$ cat config.mk
export PLATFORM = sky130hd
export DESIGN_NAME = seg7_scan_driver
export DESIGN_NICKNAME = d
export VERILOG_FILES = /design/src/rtl/seg7_scan_driver.sv
export SDC_FILE = /design/constraint.sdc
export NUM_CORES = 1
export LEC_CHECK = 0
export CORE_ASPECT_RATIO = 0.8
export CORE_MARGIN = 3
export CORE_UTILIZATION = 55
export CTS_CLUSTER_SIZE = 10
export DETAILED_ROUTE_END_ITERATION = 8
export HOLD_SLACK_MARGIN = 0.12
export PLACE_DENSITY_LB_ADDON = 0.2
export RECOVER_POWER = 100
export REMOVE_ABC_BUFFERS = 1
export SYNTH_ARGS = -nofsm -noshare
export SYNTH_HDL_FRONTEND = slang
export SYNTH_SLANG_ARGS = --single-unit
export TNS_END_PERCENT = 30
$ cat constraint.sdc
create_clock -name clk -period 2.92 [get_ports clk]
set_input_delay 0.584 -clock clk [delete_from_list [all_inputs] [get_ports clk]]
set_output_delay 0.584 -clock clk [all_outputs]
set_load 0.03 [all_outputs]
$ cat src/rtl/seg7_scan_driver.sv
// Four-digit multiplexed seven-segment driver: frame-coherent snapshot, hex decode,
// leading-zero blanking and an anode-off guard window at the start of each digit slot.
module seg7_scan_driver #(
  parameter int CLK_DIV      = 50000,
  parameter int BLANK_CYCLES = 16
) (
  input  logic        clk,
  input  logic        reset,
  input  logic        enable,
  input  logic [15:0] value,
  input  logic [3:0]  dp_mask,
  input  logic        blank_lz,
  output logic [6:0]  seg,
  output logic        dp,
  output logic [3:0]  an
);

  localparam int PW = (CLK_DIV > 1) ? $clog2(CLK_DIV) : 1;

  logic [PW-1:0] r_presc;
  logic [1:0]    r_index;
  logic [15:0]   r_snap_value;
  logic [3:0]    r_snap_dp;
  logic          r_snap_blz;
  logic [6:0]    r_seg;
  logic          r_dp;
  logic [3:0]    r_an;

  logic          w_tick;
  logic [3:0]    w_nibble;
  logic [3:0]    w_zero_from;
  logic          w_blank;
  logic          w_guard;
  logic [6:0]    w_seg_next;
  logic          w_dp_next;
  logic [3:0]    w_an_next;

  assign w_tick   = (r_presc == PW'(CLK_DIV - 1));
  assign w_nibble = r_snap_value[{r_index, 2'b00} +: 4];
  assign w_guard  = (r_presc < PW'(BLANK_CYCLES));

  // w_zero_from[i]: nibble i and every nibble above it are zero.
  genvar gi;
  generate
    for (gi = 0; gi < 4; gi++) begin : g_zero
      assign w_zero_from[gi] = (r_snap_value[15:4*gi] == '0);
    end
  endgenerate

  assign w_blank = r_snap_blz && (r_index != 2'd0) && w_zero_from[r_index];

  always_comb begin
    w_seg_next = 7'h7F;
    if (!w_blank) begin
      case (w_nibble)
        4'h0: w_seg_next = 7'h40;
        4'h1: w_seg_next = 7'h79;
        4'h2: w_seg_next = 7'h24;
        4'h3: w_seg_next = 7'h30;
        4'h4: w_seg_next = 7'h19;
        4'h5: w_seg_next = 7'h12;
        4'h6: w_seg_next = 7'h02;
        4'h7: w_seg_next = 7'h78;
        4'h8: w_seg_next = 7'h00;
        4'h9: w_seg_next = 7'h10;
        4'hA: w_seg_next = 7'h08;
        4'hB: w_seg_next = 7'h03;
        4'hC: w_seg_next = 7'h46;
        4'hD: w_seg_next = 7'h21;
        4'hE: w_seg_next = 7'h06;
        default: w_seg_next = 7'h0E;
      endcase
    end
  end

  assign w_dp_next = !(r_snap_dp[r_index] && !w_blank);
  assign w_an_next = (!enable || w_guard) ? 4'hF : ~(4'b0001 << r_index);

  always_ff @(posedge clk) begin
    if (reset) begin
      r_presc      <= '0;
      r_index      <= 2'd0;
      r_snap_value <= 16'h0000;
      r_snap_dp    <= 4'h0;
      r_snap_blz   <= 1'b0;
      r_seg        <= 7'h7F;
      r_dp         <= 1'b1;
      r_an         <= 4'hF;
    end else begin
      r_presc <= w_tick ? '0 : r_presc + 1'b1;
      if (w_tick) begin
        r_index <= r_index + 2'd1;
        // Reload only at the frame boundary so a frame never mixes two values.
        if (r_index == 2'd3) begin
          r_snap_value <= value;
          r_snap_dp    <= dp_mask;
          r_snap_blz   <= blank_lz;
        end
      end
      r_seg <= w_seg_next;
      r_dp  <= w_dp_next;
      r_an  <= w_an_next;
    end
  end

  assign seg = r_seg;
  assign dp  = r_dp;
  assign an  = r_an;

endmodule

==> results of run 1 <==
==> registers in the layout, summed over array words and instances, names as in the netlist <==
signal        flops
r_index           2
r_snap_blz        1
r_snap_dp         4
dp                1
seg               7
an                4
r_presc          16
r_snap_value     16
==> report_power, final <==
part,switching [mW],internal (mW),total [mW]
clock network,0.251,0.178,0.429
registers,0.00363,0.703,0.707
logic,0.0312,0.0387,0.0699
==> cell families (layout without fill, tap and decap cells) <==
logic type / after synthesis / after routing / synth area share
buffers and inverters: 33 / 61 / 0.0609
AND/OR/NAND/NOR: 100 / 100 / 0.195
XOR/XNOR: 16 / 16 / 0.0520
flip-flops: 51 / 51 / 0.379
multiplexers: 11 / 11 / 0.0651
adder cells (fa/ha/maj): 11 / 11 / 0.0511
AO/OA/AOI/OAI: 65 / 65 / 0.197
==> metal layers <==
layer | up-vias | share of wire | global-route usage
met5 | - | 0 | 0
met4 | 0 | 0.011 | 0.0602
met3 | 8 | 0.069 | 0.0439
met2 | 72 | 0.44 | 0.327
met1 | 1045 | 0.48 | 0.277
li1 | 1114 | - | -
==> synth_stat cells (all sizes together), types with 2 or more instances <==
library cell / instances
dfxtp: 51
nor2: 26
nand4: 25
a21oi: 24
o31ai: 22
clkbuf: 14
nand2: 14
xnor2: 13
ha: 11
inv: 11
nand3: 10
buf: 8
nor3: 7
mux4: 5
o21ai: 5
or4: 5
mux2i: 4
nor4: 4
o211ai: 4
xor2: 3
mux2: 2
nor3b: 2
o21bai: 2
or3: 2
==> path summary, 6_finish.rpt <==
path / startpoint / end / cells after the start
setup reg to reg: r_presc[11] / r_presc[13] / 4
hold reg to reg: r_presc[0] / r_presc[0] / 1
setup / recovery: reset / r_presc[13] / 4
hold / removal: r_presc[0] / r_presc[0] / 1
==> final cells by class <==
cell class / instances / area [um^2] / area share
sequential: 51 / 1020 / 0.337
multi-input combinational: 203 / 1410 / 0.464
timing repair buffer: 42 / 392 / 0.129
inverter: 11 / 41.3 / 0.0136
clock buffer: 5 / 68.8 / 0.0227
tap: 60 / 75.1 / 0.0248
clock inverter: 3 / 27.5 / 0.00908
==> metrics by stage <==
stage / worst slack [ns] / cell area [um^2] / total power [mW] / cells
after detailed placement: 0.632 / 3050 / 0.798 / 367
final: 0.445 / 3030 / 1.21 / 375
after CTS: 0.609 / 3150 / 1.22 / 375
after global placement: 0.677 / 3050 / 0.796 / 367
after floorplan: 0.564 / 2570 / 0.746 / 265
after global routing: 0.307 / 3030 / 1.25 / 375
==> worst max-delay path: stages <==
cell and delay [ns]:
dlygate4sd3_1 0.60, clkbuf_1 0.87, o21bai_2 0.46, nor2_1 0.12
==> run_results.csv, run 1 <==
group,metric,value,unit
logic_synthesis,yosysWarnings,0,
pwr,p_leak,0.942,nW
logic_synthesis,synth-main-ff-cell,"dfxtp_1",
clocking,cts_max_path_buffers,2,
layout,layout_commonest_cell,"dfxtp_1",
clocking,postCtsSetupBuffers,0,
logic_synthesis,yosysTopAreaCell,"dfxtp_1",
route,drt_iter0_drc,200,
layout,layout.nets,349,
route,dr.pass1.iters,4,
timing,min_period,2.47,ns
timing,slew_headroom,0.237,
critical_path,end_kind,"flip-flop",
pwr,power.density,398,mW/mm^2
critical_path,crit_required,3.09,ns
die,rows,22,
logic_synthesis,yosysTopAreaCellShare,0.379,
die,fp.dieH,68.6,um
layout,area_delta_synth_final,12.6,%
die,die_w,84.2,um
run_status,status,"finished, final reports clean",
placed_design,place_congestion,0.879,
critical_path,critPathLaunchType,"input port",
layout,most-common-layout-cells,"dfxtp_1, nor2_1, nand4_1",
route,vias_per_cell,5.97,
timing,finalSetupTns,0,ns
layout,drive_gt1_frac,0.0794,
hold_path,worstHoldPathType,"reg -> reg",
logic_synthesis,yosysSeqAreaShare,0.379,
logic_synthesis,postSynthCellCount,287,
clocking,root_buffer,"clkbuf_8",
placed_design,io_buffer_count,35,
critical_path,rrSetupSlack,0.48,ns
route,drc,0,
clocking,cts_tree,"built",
global_route,grt_usage,0.203,
layout,fillCellCount,381,
clocking,numCtsBuffers,5,
clocking,ctsResizeCount,0,
layout,n_antenna_cell,0,
logic_synthesis,netlist_area,0.00269,mm^2
clocking,cts.sinks,51,
timing,fmaxAchievable,404,MHz
timing,worst_pin_slew,1.15,ns
route,detail-route-antenna-nets,0,
global_route,grt_first_pass_wirelength,9.37,mm
pwr,peakVddDrop,0.000285,V
route,vias,2239,
logic_synthesis,ys_ff_latch,51,
critical_path,crit_type,"in -> reg",
timing,rsz0062_at_grt,"no",
global_route,grt_pass1_vias,1931,
placed_design,dp_hpwl,4.04,mm
timing,finalClockSkew,0.0115,ns
die,die-area,0.00578,mm^2
layout,postLayoutCoreUtil,0.652,
route,wire_per_inst,15.3,um
global_route,grt_antenna_before_repair,0,
clocking,cts_hold_buf,0,
global_route,grt_max_degree,27,
logic_synthesis,synthTopCellsByArea,"dfxtp_1, o31ai_2, nand4_1",
timing,maxSlewViolCount,0,
route,wl,5.75,mm
die,ios,36,
logic_synthesis,avgSynthCellArea,9.38,um^2
clocking,htree_num_levels,2,
clocking,clock_latency,0.31,ns
die,initial_core_util,0.579,
global_route,globalRouteOverflowTotal,0,
die,core,0.00465,mm^2
timing,fin_crit_sh,0.848,
job,cap_violations,0,
logic_synthesis,synth_edf_count,0,
timing,hold_violations,0,
logic_synthesis,synthArstFlopShare,0,
logic_synthesis,ys_types,44,
timing,hold-worst-slack,0.463,ns
critical_path,crit_fanout,26,
clocking,clk_pin_slew,0.10,ns
timing,setup_viol,0,
critical_path,critPathArrivalTime,2.65,ns
Note: power is estimated with default switching activity, not from simulation.
==> run 2: changes to the inputs <==
Settings changed: CORE_UTILIZATION 55 to 49.
Clock period 2.92 ns to 2.2 ns, I/O delays scaled along.
==> run 2 against run 1 <==
Effect of this change: sequential power is 33% higher; die area is 11% higher; power is 41% higher; register-to-register slack worse by 0.39 ns.
==> run_results.csv, run 2 (synthesis results as in run 1) <==
group,metric,value,unit
run_status,status,"finished, final reports clean",
clocking,htree_num_levels,2,
placed_design,place_congestion,0.863,
global_route,grt_first_pass_wirelength,10.2,mm
clocking,cts.sinks,51,
timing,finalSetupTns,0,ns
timing,fmaxAchievable,474,MHz
critical_path,end_kind,"flip-flop",
die,core,0.00515,mm^2
pwr,p_leak,1.03,nW
route,wl,5.93,mm
pwr,total_power,1.70,mW
route,detail-route-antenna-nets,0,
timing,slew_headroom,0.621,
clocking,root_buffer,"clkbuf_8",
clocking,cts_hold_buf,0,
die,fp.dieH,72.3,um
die,die-area,0.00643,mm^2
timing,worst_pin_slew,0.568,ns
hold_path,worstHoldPathType,"reg -> reg",
timing,hold_violations,0,
die,ios,36,
pwr,peakVddDrop,0.000279,V
route,dr.pass1.iters,4,
critical_path,cp_cell_sequence,"or4_4, or4_4, buf_4, o31ai_1, a21oi_1",
critical_path,worst-path-buf-inv,1,
critical_path,cp_top_family,"simple AND/OR/NAND/NOR gates",
clocking,clock_latency,0.30,ns
critical_path,rrSetupSlack,0.09,ns
clocking,cts_tree,"built",
critical_path,slowest_delay,0.57,ns
timing,fin_crit_sh,0.960,
layout,drive_gt1_frac,0.141,
global_route,grt_max_degree,24,
timing,setup_viol,0,
timing,min_period,2.11,ns
critical_path,critPathArrivalTime,2.30,ns
critical_path,crit_path_top_delay_cell,"or4_4",
global_route,grt_usage,0.201,
die,die_w,88.9,um
layout,layout.nets,360,
route,drt_iter0_drc,205,
pwr,power.density,530,mW/mm^2
timing,finalClockSkew,0.00521,ns
critical_path,crit_type,"reg -> reg",
timing,maxSlewViolCount,0,
route,wire_per_inst,15.3,um
critical_path,crit_fanout,14,
route,vias_per_cell,5.82,
global_route,grt_antenna_before_repair,0,
die,initial_core_util,0.523,
placed_design,dp_hpwl,4.32,mm
placed_design,io_buffer_count,35,
critical_path,critPathLaunchType,"flip-flop",
layout,area_delta_synth_final,19.3,%
critical_path,crit_required,2.39,ns
clocking,numCtsBuffers,5,
critical_path,crit_top_cell,"or4_4",
global_route,globalRouteOverflowTotal,0,
die,rows,23,
clocking,cts_max_path_buffers,2,
route,drc,0,
layout,most-common-layout-cells,"dfxtp_1, nor2_1, nand4_1",
route,vias,2259,
layout,layout_commonest_cell,"dfxtp_1",
job,cap_violations,0,
layout,n_antenna_cell,0,
global_route,grt_pass1_vias,2073,
timing,rsz0062_at_grt,"no",
clocking,clk_pin_slew,0.09,ns
[run 2: power breakdown]
part	internal, mW	switching [mW]	total [mW]
Combinational	0.0576	0.0421	0.0997
Clock	0.368	0.299	0.667
Sequential	0.933	0.00467	0.937
[run 2: layout make-up]
class                      instances  area (um^2)
clock buffer                       6         82.6
clock inverter                     2         35.0
fill                             458         1940
sequential                        51         1020
multi-input combinational        203         1450
timing repair buffer              53          508
inverter                          11         41.3
tap                               62         77.6
[run 2: stage by stage]
step / setup WS [ns] / cell area, um^2 / cells / utilization / hold WS [ns]
2_1_floorplan: -0.156 / 2570 / 265 / - / 0.418
3_3_place_gp: 0.141 / 3180 / 380 / 0.616 / 0.429
3_5_place_dp: 0.117 / 3180 / 380 / 0.616 / 0.439
4_1_cts: 0.107 / 3290 / 388 / 0.639 / 0.455
5_1_grt: 0.00899 / 3210 / 388 / 0.624 / 0.467
6_report: 0.0885 / 3210 / 388 / 0.624 / 0.448
[run 2: timing repair]
item                                    4_1_cts  5_1_grt
buffers inserted                              0        0
resized for setup                             0        1
endpoints found under the setup margin        0        2
endpoints found under the hold margin         0        0
[run 2: final timing paths]
check,start,endpoint,depth (start not counted)
max,r_presc[10],r_snap_dp[2],5
min,r_presc[0],r_presc[0],1
max reg2reg,r_presc[10],r_snap_dp[2],5
min reg2reg,r_presc[0],r_presc[0],1
[run 2: per-layer routing]
metal	global-route usage	wire length (um)
met1	0.316	3170
met2	0.274	2460
met3	0.0420	255
met4	0.0570	37
met5	0	0
==> run 3: changes to the inputs <==
Settings changed: CORE_UTILIZATION 49 to 51, CTS_BUF_LIST set to sky130_fd_sc_hd__clkbuf_4, SKIP_LAST_GASP set to 1.
==> run 3 against run 2 <==
Effect of this change: sequential power about the same; critical endpoint is now r_snap_value[5]; clock skew increased by 0.0058 ns; die area decreased by 3.6%; largest cell class unchanged; highest routed layer unchanged.
==> run_results.csv, run 3 (synthesis results as in run 1) <==
group,metric,value,unit
placed_design,io_buffer_count,35,
die,die_w,87.2,um
timing,min_period,2.10,ns
critical_path,crit_required,2.48,ns
die,rows,22,
route,dr.pass1.iters,4,
layout,fin_area,0.00313,mm^2
global_route,grt_antenna_before_repair,0,
route,wl,6.06,mm
critical_path,rr_startpoint,"r_presc[10]",
layout,layout_commonest_cell,"dfxtp_1",
timing,worst_pin_slew,0.834,ns
critical_path,cp-startpoint,"r_presc[10]",
timing,hold_violations,0,
die,fp.dieH,71.0,um
die,initial_core_util,0.556,
clocking,cts_tree,"built",
clocking,clock_latency,0.39,ns
critical_path,cp_top_family,"simple AND/OR/NAND/NOR gates",
critical_path,crit_fanout,13,
clocking,cts.sinks,51,
placed_design,placed_cells,377,
layout,most-common-layout-cells,"dfxtp_1, nor2_1, nand4_1",
critical_path,critPathArrivalTime,2.37,ns
timing,fin_crit_sh,0.952,
die,core,0.00484,mm^2
die,ios,36,
route,detail-route-antenna-nets,0,
placed_design,pre_cts_ws,0.0866,ns
critical_path,crit_path_top_delay_cell,"or4_4",
critical_path,crit_type,"reg -> reg",
clocking,cts_hold_buf,0,
route,wire_per_inst,15.7,um
clocking,ctsResizeCount,0,
route,vias_per_cell,5.92,
pwr,peakVddDrop,0.000329,V
clocking,htree_num_levels,2,
placed_design,dp_hpwl,4.34,mm
pwr,power.density,473,mW/mm^2
pwr,p_leak,0.990,nW
critical_path,critPathLaunchType,"flip-flop",
global_route,grt_first_pass_wirelength,10.5,mm
layout,drive_gt1_frac,0.135,
die,die-area,0.00619,mm^2
critical_path,cp_cell_sequence,"or4_4, or4_4, buf_2, o31ai_1, a21oi_1",
clocking,postCtsSetupBuffers,0,
timing,finalSetupTns,0,ns
timing,finalClockSkew,0.0110,ns
layout,n_antenna_cell,0,
critical_path,end_kind,"flip-flop",
layout,area_delta_synth_final,16.1,%
layout,postLayoutCoreUtil,0.645,
clocking,clk_pin_slew,0.15,ns
timing,setup_viol,0,
global_route,grt_usage,0.212,
run_status,status,"finished, final reports clean",
route,vias,2278,
clocking,numCtsBuffers,5,
global_route,grt_max_degree,24,
timing,maxSlewViolCount,0,
critical_path,slowest_delay,0.54,ns
placed_design,place_area,0.00317,mm^2
critical_path,worst-path-buf-inv,1,
route,drc,0,
placed_design,place_congestion,0.872,
critical_path,crit_top_cell,"or4_4",
global_route,globalRouteOverflowTotal,0,
timing,fmaxAchievable,477,MHz
global_route,grt_pass1_vias,2143,
clocking,cts_max_path_buffers,2,
hold_path,hp-start,"r_presc[0]",
route,drt_iter0_drc,185,
hold_path,worstHoldPathType,"reg -> reg",
layout,layout.cells.non_filler,385,
timing,rsz0062_at_grt,"no",
timing,setup_ws,0.105,ns
timing,slew_headroom,0.443,
clocking,root_buffer,"clkbuf_4",
job,cap_violations,0,
layout,layout.nets,359,
[run 3: cell types whose count changed in the layout (fill, tap and decap cells not counted)]
| cell | before | now |
|---|---|---|
| clkbuf_8 | 6 | 0 |
| clkinvlp_4 | 0 | 1 |
| clkbuf_4 | 0 | 6 |
| bufinv_16 | 1 | 0 |
| buf_4 | 15 | 14 |
| dfxtp_1 | 50 | 51 |
| buf_12 | 2 | 1 |
| buf_2 | 0 | 1 |
| dfxtp_2 | 1 | 0 |
[run 3: area by class of cell]
| class | count | area [um^2] |
|---|---|---|
| sequential | 51 | 1020 |
| clock inverter | 2 | 12.5 |
| clock buffer | 6 | 45.0 |
| multi-input combinational | 203 | 1450 |
| timing repair buffer | 52 | 485 |
| tap | 60 | 75.1 |
| inverter | 11 | 41.3 |
| fill | 418 | 1720 |
[run 3: layer usage]
layer	vias to the layer above	GRT usage	wire length, um
met2	73	0.297	2520
li1	1126	-	-
met3	4	0.0384	387
met1	1075	0.327	3130
met5	-	0	0
met4	0	0.0630	24
[run 3: stage by stage]
stage | power, mW | hold slack [ns]
global placement | 1.06 | 0.429
global route | 1.53 | 0.480
floorplan | 0.990 | 0.418
finish | 1.48 | 0.458
detailed placement | 1.06 | 0.435
CTS | 1.49 | 0.460
[run 3: final timing paths]
check / end / slack (ns) / cells after the start
max: r_snap_value[5] / 0.10 / 5
min: r_presc[0] / 0.46 / 1
max reg2reg: r_snap_value[5] / 0.10 / 5
min reg2reg: r_presc[0] / 0.46 / 1
[run 3: power breakdown]
group,switching (mW),leakage (nW),total [mW],internal [mW]
Sequential,0.00490,0.414,0.939,0.934
Combinational,0.0426,0.544,0.0999,0.0573
Clock,0.303,0.0317,0.439,0.136
Total,0.351,0.990,1.48,1.13
